### src/rtl/pwm_fade_pkg.sv
// Shared types and constants for the PWM fade controller.
// Holds the FSM state encoding, the frame length and the step arithmetic.
package pwm_fade_pkg;

    localparam logic [7:0] FRAME_LAST = 8'hFE;

    typedef enum logic [1:0] {
        IDLE = 2'd0,
        RUN  = 2'd1,
        DONE = 2'd2
    } fade_state_e;

    // Move lvl toward tgt by stp in 9 bits; clamp so we never pass tgt.
    function automatic logic [7:0] fade_step(
        input logic [7:0] lvl,
        input logic [7:0] tgt,
        input logic [7:0] stp
    );
        logic [8:0] sum;
        logic [8:0] dif;
        sum = {1'b0, lvl} + {1'b0, stp};
        dif = {1'b0, lvl} - {1'b0, stp};
        if (lvl < tgt) begin
            fade_step = (sum >= {1'b0, tgt}) ? tgt : sum[7:0];
        end else begin
            fade_step = (dif[8] || dif[7:0] <= tgt) ? tgt : dif[7:0];
        end
    endfunction

endpackage

### src/rtl/pwm_frame_timer.sv
// Free-running PWM frame counter, 0..FRAME_LAST.
// frame_end marks the last cycle of every frame.
module pwm_frame_timer
    import pwm_fade_pkg::*;
(
    input  logic clk,
    input  logic rstn,
    output logic frame_end
);

    logic [7:0] frame_cnt;

    assign frame_end = (frame_cnt == FRAME_LAST);

    always_ff @(posedge clk or negedge rstn) begin
        if (!rstn) begin
            frame_cnt <= 8'd0;
        end else if (frame_end) begin
            frame_cnt <= 8'd0;
        end else begin
            frame_cnt <= frame_cnt + 8'd1;
        end
    end

endmodule

### src/rtl/pwm_fade_ctrl.sv
// PWM level fader: steps level toward a target once every (div+1) frames.
// Also supports immediate level writes while idle.
module pwm_fade_ctrl
    import pwm_fade_pkg::*;
(
    input  logic       clk,
    input  logic       rstn,
    input  logic [7:0] cfg_target,
    input  logic [7:0] cfg_step,
    input  logic [7:0] cfg_div,
    input  logic       cfg_wr,
    input  logic [7:0] force_level,
    input  logic       force_wr,
    input  logic       start,
    input  logic       abort,
    output logic [7:0] level,
    output logic       set_level,
    output logic       busy,
    output logic       done
);

    fade_state_e state, state_nxt;

    logic [7:0] target, step, div, div_cnt;
    logic [7:0] tgt_eff, step_eff, div_eff;
    logic [7:0] step_val;
    logic       frame_end;
    logic       ld_cfg, ld_force, go_run, do_step, do_count;

    pwm_frame_timer u_timer (
        .clk       (clk),
        .rstn      (rstn),
        .frame_end (frame_end)
    );

    // A start in the same cycle as cfg_wr sees the new settings.
    assign tgt_eff  = cfg_wr ? cfg_target : target;
    assign step_eff = cfg_wr ? cfg_step   : step;
    assign div_eff  = cfg_wr ? cfg_div    : div;
    assign step_val = fade_step(level, target, step);

    assign busy = (state == RUN);
    assign done = (state == DONE);

    always_ff @(posedge clk or negedge rstn) begin
        if (!rstn) begin
            state <= IDLE;
        end else begin
            state <= state_nxt;
        end
    end

    always_comb begin
        state_nxt = state;
        ld_cfg    = 1'b0;
        ld_force  = 1'b0;
        go_run    = 1'b0;
        do_step   = 1'b0;
        do_count  = 1'b0;
        unique case (state)
            IDLE: begin
                ld_cfg = cfg_wr;
                if (force_wr) begin
                    ld_force = 1'b1;
                end else if (start) begin
                    if (step_eff == 8'd0 || level == tgt_eff) begin
                        state_nxt = DONE;
                    end else begin
                        state_nxt = RUN;
                        go_run    = 1'b1;
                    end
                end
            end
            RUN: begin
                if (abort) begin
                    state_nxt = IDLE;
                end else if (frame_end) begin
                    if (div_cnt == 8'd0) begin
                        do_step = 1'b1;
                        if (step_val == target) begin
                            state_nxt = DONE;
                        end
                    end else begin
                        do_count = 1'b1;
                    end
                end
            end
            DONE: state_nxt = IDLE;
            default: state_nxt = IDLE;
        endcase
    end

    always_ff @(posedge clk or negedge rstn) begin
        if (!rstn) begin
            level     <= 8'd0;
            set_level <= 1'b0;
            target    <= 8'd0;
            step      <= 8'd0;
            div       <= 8'd0;
            div_cnt   <= 8'd0;
        end else begin
            set_level <= 1'b0;
            if (ld_cfg) begin
                target <= cfg_target;
                step   <= cfg_step;
                div    <= cfg_div;
            end
            if (ld_force) begin
                level     <= force_level;
                set_level <= 1'b1;
            end
            if (go_run) begin
                div_cnt <= div_eff;
            end
            if (do_step) begin
                level     <= step_val;
                set_level <= 1'b1;
                div_cnt   <= div;
            end
            if (do_count) begin
                div_cnt <= div_cnt - 8'd1;
            end
        end
    end

endmodule

### config.mk
export PLATFORM = sky130hd
export DESIGN_NAME = pwm_fade_ctrl
export DESIGN_NICKNAME = d
export VERILOG_FILES = /design/src/rtl/pwm_fade_pkg.sv /design/src/rtl/pwm_frame_timer.sv /design/src/rtl/pwm_fade_ctrl.sv
export SDC_FILE = /design/constraint.sdc
export NUM_CORES = 1
export LEC_CHECK = 0
export ABC_AREA = 1
export BUFFER_PORTS_ARGS = -buffer_cell sky130_fd_sc_hd__buf_2
export CAP_MARGIN = 25
export CORE_MARGIN = 2
export CORE_UTILIZATION = 55
export CTS_BUF_LIST = sky130_fd_sc_hd__clkbuf_8
export CTS_CLUSTER_DIAMETER = 100
export DETAILED_ROUTE_END_ITERATION = 12
export PLACE_DENSITY = 0.75
export SLEW_MARGIN = 20
export SYNTH_ARGS = -nofsm -noshare
export SYNTH_HDL_FRONTEND = slang
export SYNTH_SLANG_ARGS = --single-unit
export TNS_END_PERCENT = 5
### constraint.sdc
create_clock -name clk -period 3.5 [get_ports clk]
set_input_delay 0.7 -clock clk [delete_from_list [all_inputs] [get_ports clk]]
set_output_delay 0.7 -clock clk [all_outputs]
set_load 0.01 [all_outputs]
==> metrics <==
Clock Path Buffers=2; final slew viol count=0; antenna violations before repair=0; hold_buf cts=0; slew margin rel.=41.0%; vias after detailed routing=4777; chip width=95.3 microns; HPWL after DPL=10300 microns; Most Crowded Layer GR=met2; Post-Syn Area per Cell=7.06 sq um; GRT overflow=0; Ports=49; area of the die=9080 sq um; drt first pass iters=4; Post-layout nets=807; HP Class=reg -> reg; status=finished clean; Final Critical Period=3.49 ns; first-pass GRT wire length=20700 microns; dpl cells=808; syn nets=731; Core ar.=8130 sq um; cell count after synthesis=649; initial core utilization=56.3%; met3 Usage GRT=4.27%; Vias/cell=5.75; Std-Cell Rows=33; commonest non-fill, non-tap cell in the layout=nand2_1; Netlist Area Pre-Place=4580 sq um; Fillers=686; Post-DRT Antenna Nets=0; CTS tree=done; clk root buf=clkbuf_8; Setup Skew=0.00509 ns; Max FO, Critical Path=6; Area contributors post-synth=dfrtp_1, ha_1, nand2_1; CP arrival=3.69 ns; area leader, netlist=dfrtp_1; Yosys warning count=0; Sink Count=51; fin crit share=99.7%; Crit path required time=3.70 ns; Syn-to-layout area delta=22.4%; wire per inst=16.7 microns; sequential share of the synthesized area=27.9%; port bufs=48; htree depth=2; Ant. Diodes=0; Post-Layout Cell Count=831; drt drc=0; Die Y=95.3 microns; FMAX=287 MHz; Setup violations, final=0; share of cells above drive strength 1=28.4%; routing usage on met1=38.1%; synth unique cells=46; largest net degree at the start of global routing=39; All-Layer GR Usage=29.6%; max_cap viols=0; Startpoint Class=flop; grt met2 use=51.0%; clock-pin slew on the worst setup and hold paths=0.09 ns; CTS Buf Count=5; Slew @ Worst Pin=0.886 ns; share of Yosys cell area claimed by the top area cell type=27.9%; worst skew pair latency=0.30 ns; DRT iter0 DRCs=320; Setup Crit Path Kind=reg -> reg; CP Capture Type=flop; routed wire length=13900 microns; flops & latches, synth=51; count of final hold-check violations=0; ys flop type=dfrtp_1; Post-synth EDFFs=0; Placer Congestion=0.950; Post-synth ARST share=100%; most frequent cells in the layout=nand2_1, inv_1, nor2_1, a21oi_1, dfrtp_1; RSZ-0062 raised after global routing=yes; vias in the first global route=4387
[synth_stat cells (2+ instances only)]
| cell type | n |
|---|---|
| buf_4 | 3 |
| nor3b_1 | 2 |
| o22ai_1 | 7 |
| nor4_1 | 3 |
| ha_1 | 42 |
| fa_1 | 2 |
| buf_6 | 8 |
| nor3_1 | 9 |
| nand2_1 | 129 |
| nor2_4 | 2 |
| dfrtp_1 | 51 |
| o21ai_0 | 34 |
| o21a_1 | 3 |
| o21ai_1 | 6 |
| nand3_1 | 56 |
| nor2_2 | 2 |
| inv_1 | 75 |
| inv_2 | 8 |
| buf_2 | 6 |
| xnor2_1 | 2 |
| xor2_1 | 15 |
| nor2_1 | 65 |
| nand3_2 | 5 |
| a21oi_2 | 4 |
| nand4_1 | 22 |
| a31oi_1 | 2 |
| o21bai_1 | 2 |
| nand2_2 | 9 |
| o211ai_1 | 2 |
| clkbuf_1 | 4 |
| a21oi_1 | 54 |
[cell type report]
cell class,count,area (sq um),share of cell area [%]
Clock inverter,2,35.0,0.624
Tap cell,105,131,2.34
Clock buffer,6,82.6,1.47
Multi-Input combinational cell,494,3200,57.1
Inverter,84,317,5.64
Timing Repair Buffer,89,563,10.0
Sequential cell,51,1280,22.8
[timing repair]
action                                  4_1_cts  5_1_grt
endpoints found under the setup margin        2        8
setup buffers                                 3       10
pin swaps                                     2       39
gates cloned                                  0        2
gates resized for setup                       5       80
[cells by family (layout without fill, tap and decap cells)]
kind of cell	count (synthesis)	after routing	share of synthesized area (%)
buffers and inverters	106	181	10.4
adder cells (fa/ha/maj)	44	44	12.3
AO/OA/AOI/OAI	119	119	14.4
flip-flops	51	51	27.9
XOR/XNOR	17	17	3.25
AND/OR/NAND/NOR	311	313	31.5
multiplexers	1	1	0.246
[critical path, stage by stage (launching register included)]
cell and delay, ns:
dfrtp_1 0.40, inv_1 0.14, ha_2 0.34, a21oi_1 0.17, o21a_1 0.17, nand3_1 0.08
nand2_2 0.12, inv_1 0.05, ha_1 0.32, nand2_2 0.10, nor2_4 0.11, nand4_1 0.17
buf_4 0.21, nand3_4 0.15, nand2_2 0.07, nand3_1 0.08, nand3_1 0.08, nand2_1 0.07
nand2_1 0.07, nor2_2 0.12, nand4_1 0.17, nand3_1 0.12, nand2_1 0.05
[metrics by stage]
stage | setup TNS (ns) | setup slack, ns | utilization, % | hold slack [ns] | instance area [sq um]
final | 0 | 0.0116 | 69.0 | 0.483 | 5610
after global routing | -0.107 | -0.0770 | 69.0 | 0.531 | 5610
after CTS | 0 | 0.0169 | 63.5 | 0.491 | 5160
after detailed placement | -0.261 | -0.143 | 61.5 | 0.474 | 5000
after global placement | -0.138 | -0.0925 | 61.5 | 0.469 | 5000
after floorplan | 0 | 0.405 | - | 0.404 | 4580
[flip-flops by register name, summed over array words and instances, names as in the netlist]
register / count
target: 8
div: 8
u_timer.frame_cnt: 8
step: 8
state: 2
set_level: 1
div_cnt: 8
level: 8
[layer usage]
metal / share of wire (%) / vias to the layer above
li1: - / 2309
met1: 41 / 2243
met2: 50 / 182
met3: 6.7 / 43
met4: 3.0 / 0
met5: 0 / -
[worst paths after layout]
path / startpoint / to / slack (ns) / depth (start not counted)
worst max-delay path: step[6] / state[0] / 0.01 / 22
worst min-delay path: u_timer.frame_cnt[0] / u_timer.frame_cnt[0] / 0.48 / 1
worst max register to register: step[6] / state[0] / 0.01 / 22
worst min register to register: u_timer.frame_cnt[0] / u_timer.frame_cnt[0] / 0.48 / 1
max in group asynchronous: rstn / div_cnt[1] / 2.25 / 2
min in group asynchronous: rstn / set_level / 0.51 / 1
Power is not shown: default switching activity piles up to over one toggle a cycle in this logic, so the estimate is an artifact.
